<file path="src/rtl/sccb_responder_if.sv">
// sccb_responder_if: SCCB pad lines plus register-bank port for the responder.
interface sccb_responder_if;
  logic sio_c;
  logic sio_d_in;
  logic sio_d_oe;
  logic [7:0] reg_addr;
  logic [7:0] reg_wdata;
  logic [7:0] reg_rdata;
  logic reg_we;
  logic reg_re;
  logic busy;
  modport slave (
    input  sio_c, sio_d_in, reg_rdata,
    output sio_d_oe, reg_addr, reg_wdata, reg_we, reg_re, busy
  );
  modport master (
    output sio_c, sio_d_in, reg_rdata,
    input  sio_d_oe, reg_addr, reg_wdata, reg_we, reg_re, busy
  );
endinterface

</file>
<file path="src/rtl/sccb_responder.sv">
// sccb_responder: oversampled SCCB slave decoding 3-phase writes and 2-phase reads into a register-bank port.
module sccb_responder #(
  parameter logic [6:0] DEV_ID = 7'h21,
  parameter int SYNC_STAGES = 2,
  parameter bit DRIVE_ACK = 1'b1
) (
  input logic sccb_clk,
  input logic sccb_reset_n,
  sccb_responder_if.slave bus
);
  typedef enum logic [3:0] {
    IDLE, ID, ID_ACK, SUB, SUB_ACK, WDATA, WDATA_ACK, RDATA, RDATA_NA, IGNORE
  } stateType;
  stateType state, stateN;
  logic [SYNC_STAGES-1:0] sclPipe, sdaPipe;
  logic sclD, sdaD;
  logic [7:0] shift, shiftN, addr, addrN, wdata, wdataN;
  logic [3:0] bitCnt, cntN;
  logic oe, oeN, we, weN, re, reN, reRd, busyR, busyN, readDir, rdN;
  logic sclS, sdaS, rise, fall, start, stop, idMatch;
  logic [7:0] byteIn;
  assign sclS = sclPipe[SYNC_STAGES-1];
  assign sdaS = sdaPipe[SYNC_STAGES-1];
  assign rise = sclS & ~sclD;
  assign fall = ~sclS & sclD;
  assign start = sclS & sdaD & ~sdaS;
  assign stop = sclS & ~sdaD & sdaS;
  assign byteIn = {shift[6:0], sdaS};
  assign idMatch = byteIn[7:1] == DEV_ID;
  assign bus.sio_d_oe = oe;
  assign bus.reg_addr = addr;
  assign bus.reg_wdata = wdata;
  assign bus.reg_we = we;
  assign bus.reg_re = re;
  assign bus.busy = busyR;
  always_ff @(posedge sccb_clk or negedge sccb_reset_n)
    if (!sccb_reset_n) begin
      sclPipe <= '1;
      sdaPipe <= '1;
      sclD <= 1'b1;
      sdaD <= 1'b1;
    end else begin
      sclPipe <= {sclPipe[SYNC_STAGES-2:0], bus.sio_c};
      sdaPipe <= {sdaPipe[SYNC_STAGES-2:0], bus.sio_d_in};
      sclD <= sclS;
      sdaD <= sdaS;
    end
  always_ff @(posedge sccb_clk or negedge sccb_reset_n)
    if (!sccb_reset_n) begin
      state <= IDLE;
      shift <= 8'h00;
      bitCnt <= 4'd0;
      oe <= 1'b0;
      addr <= 8'h00;
      wdata <= 8'h00;
      we <= 1'b0;
      re <= 1'b0;
      reRd <= 1'b0;
      busyR <= 1'b0;
      readDir <= 1'b0;
    end else begin
      state <= stateN;
      shift <= shiftN;
      bitCnt <= cntN;
      oe <= oeN;
      addr <= addrN;
      wdata <= wdataN;
      we <= weN;
      re <= reN;
      reRd <= re;
      busyR <= busyN;
      readDir <= rdN;
    end
  // Bit counter reaches 9 inside the ACK slot so the releasing fall can be told apart.
  always_comb begin
    stateN = state;
    shiftN = reRd ? bus.reg_rdata : shift;
    cntN = bitCnt;
    oeN = oe;
    addrN = addr;
    wdataN = wdata;
    weN = 1'b0;
    reN = 1'b0;
    busyN = busyR;
    rdN = readDir;
    if (start) begin
      stateN = ID;
      cntN = 4'd0;
      oeN = 1'b0;
      busyN = 1'b1;
    end else if (stop) begin
      stateN = IDLE;
      cntN = 4'd0;
      oeN = 1'b0;
      busyN = 1'b0;
    end else begin
      case (state)
        ID, SUB, WDATA:
          if (rise) begin
            shiftN = byteIn;
            cntN = bitCnt + 4'd1;
            if (bitCnt == 4'd7) begin
              stateN = state == ID ? (idMatch ? ID_ACK : IGNORE) : state == SUB ? SUB_ACK : WDATA_ACK;
              rdN = state == ID ? byteIn[0] : readDir;
              reN = state == ID && idMatch && byteIn[0];
              addrN = state == SUB ? byteIn : addr;
              wdataN = state == WDATA ? byteIn : wdata;
              weN = state == WDATA;
            end
          end
        ID_ACK, SUB_ACK, WDATA_ACK: begin
          if (rise) cntN = bitCnt + 4'd1;
          if (fall && bitCnt == 4'd8) oeN = DRIVE_ACK;
          if (fall && bitCnt == 4'd9) begin
            cntN = 4'd0;
            oeN = 1'b0;
            stateN = state == SUB_ACK ? WDATA : state == WDATA_ACK ? IGNORE : readDir ? RDATA : SUB;
            // First read bit goes out on the same fall that ends the ID ACK.
            if (state == ID_ACK && readDir) begin
              oeN = ~shift[7];
              shiftN = {shift[6:0], 1'b0};
            end
          end
        end
        RDATA: begin
          if (rise) cntN = bitCnt + 4'd1;
          if (fall) begin
            oeN = bitCnt == 4'd8 ? 1'b0 : ~shift[7];
            shiftN = bitCnt == 4'd8 ? shift : {shift[6:0], 1'b0};
            stateN = bitCnt == 4'd8 ? RDATA_NA : RDATA;
          end
        end
        RDATA_NA: stateN = rise ? IGNORE : RDATA_NA;
        IGNORE: oeN = 1'b0;
        default: oeN = 1'b0;
      endcase
    end
  end
endmodule

</file>
<file path="src/flat_wrapper.sv">
// flat-port wrapper written by rule: the top's interface ports become plain ports
module sccb_responder_flat 
#(
  parameter logic [6:0] DEV_ID = 7'h21,
  parameter int SYNC_STAGES = 2,
  parameter bit DRIVE_ACK = 1'b1
)
  (sccb_clk, sccb_reset_n, bus_sio_c, bus_sio_d_in, bus_reg_rdata, bus_sio_d_oe, bus_reg_addr, bus_reg_wdata, bus_reg_we, bus_reg_re, bus_busy);
  sccb_responder_if bus_i ();
  input logic sccb_clk;
  input logic sccb_reset_n;
  input wire logic [$bits(bus_i.sio_c)-1:0] bus_sio_c;
  input wire logic [$bits(bus_i.sio_d_in)-1:0] bus_sio_d_in;
  input wire logic [$bits(bus_i.reg_rdata)-1:0] bus_reg_rdata;
  output wire logic [$bits(bus_i.sio_d_oe)-1:0] bus_sio_d_oe;
  output wire logic [$bits(bus_i.reg_addr)-1:0] bus_reg_addr;
  output wire logic [$bits(bus_i.reg_wdata)-1:0] bus_reg_wdata;
  output wire logic [$bits(bus_i.reg_we)-1:0] bus_reg_we;
  output wire logic [$bits(bus_i.reg_re)-1:0] bus_reg_re;
  output wire logic [$bits(bus_i.busy)-1:0] bus_busy;
  assign bus_i.sio_c = bus_sio_c;
  assign bus_i.sio_d_in = bus_sio_d_in;
  assign bus_i.reg_rdata = bus_reg_rdata;
  assign bus_sio_d_oe = bus_i.sio_d_oe;
  assign bus_reg_addr = bus_i.reg_addr;
  assign bus_reg_wdata = bus_i.reg_wdata;
  assign bus_reg_we = bus_i.reg_we;
  assign bus_reg_re = bus_i.reg_re;
  assign bus_busy = bus_i.busy;
  sccb_responder #(.DEV_ID(DEV_ID), .SYNC_STAGES(SYNC_STAGES), .DRIVE_ACK(DRIVE_ACK)) u_core (.sccb_clk(sccb_clk), .sccb_reset_n(sccb_reset_n), .bus(bus_i));
endmodule
</file>
<file path="config.mk">
export PLATFORM = sky130hd
export DESIGN_NAME = sccb_responder_flat
export DESIGN_NICKNAME = d
export VERILOG_FILES = /design/src/rtl/sccb_responder_if.sv /design/src/rtl/sccb_responder.sv /design/src/flat_wrapper.sv
export SDC_FILE = /design/constraint.sdc
export NUM_CORES = 1
export LEC_CHECK = 0
export ABC_AREA = 1
export ABC_CLOCK_PERIOD_IN_PS = 2400
export CELL_PAD_IN_SITES_DETAIL_PLACEMENT = 0
export CELL_PAD_IN_SITES_GLOBAL_PLACEMENT = 2
export CORE_ASPECT_RATIO = 0.75
export CORE_UTILIZATION = 34
export DETAILED_ROUTE_END_ITERATION = 10
export GPL_TIMING_DRIVEN = 1
export PLACE_DENSITY = 0.94
export SLEW_MARGIN = 20
export SYNTH_ARGS = -nofsm -noshare
export SYNTH_HDL_FRONTEND = slang
export SYNTH_SLANG_ARGS = --single-unit
</file>
<file path="constraint.sdc">
create_clock -name sccb_clk -period 2.4 [get_ports sccb_clk]
set_clock_uncertainty 0.05 [all_clocks]
set_input_delay 0.48 -clock sccb_clk [delete_from_list [all_inputs] [get_ports sccb_clk]]
set_output_delay 0.48 -clock sccb_clk [all_outputs]
set_load 0.1 [all_outputs]
</file>
==> results of run 1 <==
## cell type report
| type | instances | area, µm² | share of cell area |
|---|---|---|---|
| clock inverter | 3 | 46.29 | 0.01650 |
| timing repair buffer | 32 | 262.8 | 0.09362 |
| sequential | 44 | 1109 | 0.3950 |
| tap | 81 | 101.3 | 0.03611 |
| multi-input combinational | 215 | 1089 | 0.3879 |
| inverter | 34 | 130.1 | 0.04637 |
| clock buffer | 5 | 68.82 | 0.02452 |
## path summary, 6_finish.rpt
| path | to | startpoint | cells past startpoint |
|---|---|---|---|
| worst min-delay path | u_core.bus.reg_wdata[3] | sccb_reset_n | 1 |
| worst max register to register | u_core.bus.reg_wdata[0] | u_core.sdaPipe[1] | 7 |
| min in group sccb_clk | u_core.sclPipe[1] | u_core.sclPipe[0] | 0 |
| worst max-delay path | u_core.bus.reg_wdata[0] | u_core.sdaPipe[1] | 7 |
| max in group asynchronous | u_core.sdaD | sccb_reset_n | 2 |
| worst min register to register | u_core.sclPipe[1] | u_core.sclPipe[0] | 0 |
## state kept, by name, summed over array words and instances (netlist names)
register	cells
u_core.bus.reg_addr	8
u_core.bus.reg_wdata	8
u_core.shift	8
u_core.bitCnt	4
u_core.state	4
u_core.sclPipe	2
u_core.sdaPipe	2
u_core.bus.busy	1
u_core.bus.reg_re	1
u_core.bus.reg_we	1
u_core.bus.sio_d_oe	1
u_core.reRd	1
u_core.readDir	1
u_core.sclD	1
u_core.sdaD	1
## Yosys cell counts, types with 3 or more instances
master,n
nor2_4,4
nor2_2,6
o21ai_1,14
inv_1,31
a21oi_1,19
nand2_2,4
nand4_1,3
dfrtp_1,38
dfstp_2,6
nand2_1,70
ha_1,3
nand3_2,4
o21ai_0,19
nor3_1,3
nor2_1,36
nand3_1,20
## per-stage QoR
step / instances / hold WS (ns) / util / total power, mW
2_1_floorplan: 296 / 0.1344 / - / 1.736
3_3_place_gp: 406 / 0.2965 / 0.4157 / 1.993
3_5_place_dp: 406 / 0.2984 / 0.4157 / 1.980
4_1_cts: 414 / 0.03921 / 0.4334 / 2.582
5_1_grt: 414 / 0.04547 / 0.4334 / 2.751
6_report: 414 / 0.02419 / 0.4334 / 2.564
## kinds of logic after synthesis
| group | after synthesis | synth area share |
|---|---|---|
| AOI/OAI and AO/OA | 54 | 0.1187 |
| xor gates and xnor gates | 1 | 0.003742 |
| adders and majority gates | 3 | 0.01604 |
| buffers and inverters | 37 | 0.06147 |
| DFF | 44 | 0.4735 |
| and+or+nand+nor | 157 | 0.3266 |
## per-layer routing
layer	vias to the layer above	global-route usage
met5	-	0
met2	68	0.2277
met1	901	0.2614
li1	1024	-
met3	5	0.04757
met4	0	0.03704
## power by group through the flow
stage	combinational (mW)	clock (mW)	sequential, mW
floorplan	0.763	0	0.973
global placement	1.08	0	0.914
detailed placement	1.06	0	0.916
CTS	1.07	0.610	0.903
global route	1.20	0.639	0.915
finish	1.07	0.591	0.903
## critical path, delay by kind of cell, from the launching register on
family	cells	cell delay, ns
flip-flops	1	0.58
buffers and inverters	2	0.24
AO/OA/AOI/OAI	1	0.08
AND/OR/NAND/NOR	4	0.73
==> impl_metrics.env, run 1 <==
export IMPL_status="finished with violations"
export IMPL_failed_checks="DRC"
export IMPL_dr_total_vias=1998
export IMPL_dieWidth_um=97.82
export IMPL_top_layer="met4"
export IMPL_grt_use_total=0.1691
export IMPL_dr_pass1_iters=8
export IMPL_cts_buffer_depth=2
export IMPL_hold_violations=0
export IMPL_power_leakage_nw=1.356
export IMPL_post_drt_via_cell_ratio=4.826
export IMPL_setup_violations=0
export IMPL_drv_cap=0
export IMPL_cts_made_buffers=5
export IMPL_synth_top_cell_area_share=0.4062
export IMPL_totalWireLength_um=5688
export IMPL_drive_gt1_frac=0.1892
export IMPL_powerDensity_nw_per_um2=913.4
export IMPL_grt_pass1_vias=1850
export IMPL_nets=347
export IMPL_arrival_ns=1.93
export IMPL_rsz0062_at_grt="no"
export IMPL_coreArea_um2=6475
export IMPL_drc=6
export IMPL_syn_area_per_cell_um2=7.909
export IMPL_fin_tns_setup_ns=0
export IMPL_cts_sinks=44
export IMPL_p_clk_frac=0.230
export IMPL_critPathCaptureType="flip-flop"
export IMPL_power_switching_share=0.4173
export IMPL_max_freq_mhz=555.6
export IMPL_critPathMaxStageDelay_ns=0.58
export IMPL_drt_iter0_drc=113
export IMPL_antenna_found_initial=0
export IMPL_critical_path_class="reg2reg"
export IMPL_io_pins=32
export IMPL_syn_nets=311
export IMPL_cts_resized_gates=0
export IMPL_cts_reportedPaths_clkPinSlew_ns=0.10
export IMPL_die_area_um2=7225
export IMPL_period_minus_slack_ns=1.800
export IMPL_cts_root_buf="clkbuf_8"
export IMPL_maxSlewViolCount=0
export IMPL_htree_levels=2
export IMPL_comb_power_share=0.418
export IMPL_place_area_um2=2691
export IMPL_die_h_um=73.86
export IMPL_worst_pin_slew_ns=0.4138
export IMPL_reg2reg_slack_ns=0.60
export IMPL_ys_warnings_count=0
export IMPL_insertion_delay_ns=0.30
export IMPL_ir_drop_mv=0.3169
export IMPL_crit_path_max_fanout=17
export IMPL_overflow=0
export IMPL_yosys_area_top_type="dfrtp_1"
export IMPL_ys_async_sr_fraction=1.000
export IMPL_cts_tree="done"
export IMPL_drtAntennaViolNets=0
export IMPL_cts_setup_buffers=0
export IMPL_final_common_cell="nand2_1"
export IMPL_stdcell_area_um2=2806
export IMPL_wl_met2_um=2170
export IMPL_internal_power_mw=1.494
export IMPL_fillerInstances=661
export IMPL_hpwl_um=4372
export IMPL_min_path_type="in2async"
export IMPL_grt_pass1_wl_um=9432
export IMPL_synth_edf_count=0
export IMPL_final_cell_mix="70 x nand2_1, 38 x dfrtp_1, 36 x nor2_1"
export IMPL_antenna_cells=0
export IMPL_port_buffers=31
export IMPL_std_cell_rows=25
export IMPL_p_sw_mw=1.070
export IMPL_place_gp_congestion=0.8368
export IMPL_ys_ff_latch=44
export IMPL_area_growth_pct=19.88
export IMPL_critPathSlowestCell="dfstp_2"
export IMPL_grt_max_degree=31
export IMPL_seqPwrFrac=0.352
export IMPL_yosys_top_cells_area="dfrtp_1 41%, nand2_1 11%, dfstp_2 6.7%"
export IMPL_cp_start_kind="flip-flop"
export IMPL_critical_path_required_ns=2.53
export IMPL_ys_seq_area_frac=0.4735
export IMPL_synth_ff_type="dfrtp_1"
export IMPL_dr_wl_met3_um=363
export IMPL_syn_area_um2=2341
export IMPL_path_cells="inv_2 -> nand3_1 -> nand2_2 -> inv_4 -> nand3_2 -> nand2_1 -> o21ai_1"
export IMPL_post_route_period_util=0.7500
export IMPL_cts_hold_fix_buffers=0
export IMPL_synthCells=296
export IMPL_finalWorstSetupSlack_ns=0.6001
export IMPL_synth_distinct_cells=29
export IMPL_slew_headroom=0.7241
export IMPL_wl_met1_um=3115
export IMPL_start_util=0.3615
export IMPL_dp_slack_ns=0.5894
export IMPL_wl_per_cell_um=13.74
Power figures use the tool's default switching activity.
==> run 2, diff against run 1 <==
Settings changed: ABC_CLOCK_PERIOD_IN_PS 2400 to 1700, CORE_UTILIZATION 34 to 32, PLACE_DENSITY 0.94 to 0.89.
Clock period 2.4 ns to 1.7 ns, I/O delays scaled along.
==> impl_metrics.env, run 2 (same netlist as run 1, synthesis figures left out) <==
export IMPL_status="finished, final reports clean"
export IMPL_area_growth_pct=44.58
export IMPL_stdcell_area_um2=3385
export IMPL_hold_violations=0
export IMPL_arrival_ns=1.76
export IMPL_antenna_found_initial=0
export IMPL_die_area_um2=7665
export IMPL_drt_iter0_drc=147
export IMPL_power_switching_share=0.4188
export IMPL_std_cell_rows=26
export IMPL_post_route_period_util=0.9537
export IMPL_grt_pass1_wl_um=9949
export IMPL_multiInputGateArea_um2=1222
export IMPL_seqPwrFrac=0.333
export IMPL_final_common_cell="nand2_1"
export IMPL_crit_path_max_fanout=4
export IMPL_post_drt_via_cell_ratio=4.672
export IMPL_place_area_um2=3105
export IMPL_die_h_um=76.07
export IMPL_dr_total_vias=2093
export IMPL_drv_cap=0
export IMPL_power_leakage_nw=1.514
export IMPL_p_sw_mw=1.645
export IMPL_hpwl_um=4425
export IMPL_fin_tns_setup_ns=0
export IMPL_io_pins=32
export IMPL_drive_gt1_frac=0.3114
export IMPL_cp_start_kind="flip-flop"
export IMPL_worst_pin_slew_ns=0.4343
export IMPL_cts_buffer_depth=2
export IMPL_grt_max_degree=45
export IMPL_dr_pass1_iters=4
export IMPL_holdWs_ns=0.3041
export IMPL_p_clk_frac=0.211
export IMPL_grt_pass1_vias=2043
export IMPL_internal_power_mw=2.283
export IMPL_port_buffers=31
export IMPL_critPathCaptureType="flip-flop"
export IMPL_period_minus_slack_ns=1.621
export IMPL_cts_tree="done"
export IMPL_comb_power_share=0.456
export IMPL_critical_path_required_ns=1.84
export IMPL_nets=364
export IMPL_insertion_delay_ns=0.30
export IMPL_grt_use_total=0.1660
export IMPL_cts_sinks=44
export IMPL_power_mw=3.929
export IMPL_powerDensity_nw_per_um2=1161
export IMPL_seq_area_um2=1114
export IMPL_start_util=0.3378
export IMPL_ir_drop_mv=0.4831
export IMPL_drc=0
export IMPL_coreArea_um2=6929
export IMPL_final_cell_mix="65 x nand2_1, 34 x dfrtp_1, 31 x nor2_1"
export IMPL_totalWireLength_um=5917
export IMPL_max_freq_mhz=616.8
export IMPL_fillerInstances=680
export IMPL_critical_path_class="reg2reg"
export IMPL_dieWidth_um=100.8
export IMPL_cts_reportedPaths_clkPinSlew_ns=0.09
export IMPL_slew_headroom=0.7104
export IMPL_place_gp_congestion=0.8107
export IMPL_cts_root_buf="clkbuf_8"
export IMPL_setup_violations=0
export IMPL_min_path_type="reg2reg"
export IMPL_rsz0062_at_grt="yes"
export IMPL_overflow=0
export IMPL_cts_made_buffers=5
export IMPL_utilization=0.4884
export IMPL_maxSlewViolCount=0
export IMPL_wl_per_cell_um=13.21
export IMPL_drtAntennaViolNets=0
export IMPL_antenna_cells=0
export IMPL_htree_levels=2
## run 2: cell count changes in the layout (fill, tap and decap cells not counted), sizes merged
cell         delta
buf            +16
dlygate4sd3     +1
## run 2: metal layers
metal,wire [µm],global-route usage
met1,3199,0.2653
met2,2437,0.2226
met3,263,0.04037
met4,16,0.03188
met5,0,0
## run 2: area by class of cell
class,instances,share of cell area
multi-input cells,215,0.3612
inverters,34,0.03845
well taps,98,0.03623
repair buffers,49,0.2011
flip-flops and latches,44,0.3290
clock buffers,5,0.02033
clock inverters,3,0.01368
## run 2: power by group through the flow
stage / registers [mW] / logic [mW] / clock network [mW]
after global placement: 1.31 / 1.58 / 0
after floorplan: 1.37 / 1.08 / 0
after global routing: 1.33 / 1.97 / 0.906
after detailed placement: 1.31 / 1.58 / 0
final: 1.31 / 1.79 / 0.829
after CTS: 1.29 / 1.59 / 0.855
## run 2: metrics by stage
| step | worst slack (ns) | instances |
|---|---|---|
| after floorplan | 0.1437 | 296 |
| after detailed placement | 0.01696 | 437 |
| after global placement | 0.02107 | 437 |
| final | 0.07871 | 448 |
| after CTS | 0.007881 | 446 |
| after global routing | -0.01746 | 448 |
## run 2: repair_timing
item                                    in CTS  in global routing
buffers inserted                             0                  2
resized for setup                            1                 40
hold buffers                                 1                  0
endpoints found under the hold margin       38                  0
pin swaps                                    0                  5
endpoints found under the setup margin       1                 31
## run 2: path summary, 6_finish.rpt
check                             startpoint  slack, ns                 to  depth (start not counted)
min in group asynchronous       sccb_reset_n       0.49  u_core.bus.reg_re                          3
max                        u_core.sclPipe[1]       0.08   u_core.bitCnt[0]                          8
min                        u_core.sdaPipe[0]       0.30  u_core.sdaPipe[1]                          0
max in group asynchronous       sccb_reset_n       0.84        u_core.sclD                          3
min reg2reg                u_core.sdaPipe[0]       0.30  u_core.sdaPipe[1]                          0
max reg2reg                u_core.sclPipe[1]       0.08   u_core.bitCnt[0]                          8
## run 2: critical path, cell delays in order, from the launching register on
cell and delay, ns:
dfstp_2 0.54, buf_4 0.11, nand3_1 0.10, nand2_2 0.12
buf_4 0.17, nor2_2 0.07, nor2_2 0.14, xor2_1 0.16
nor2_1 0.05
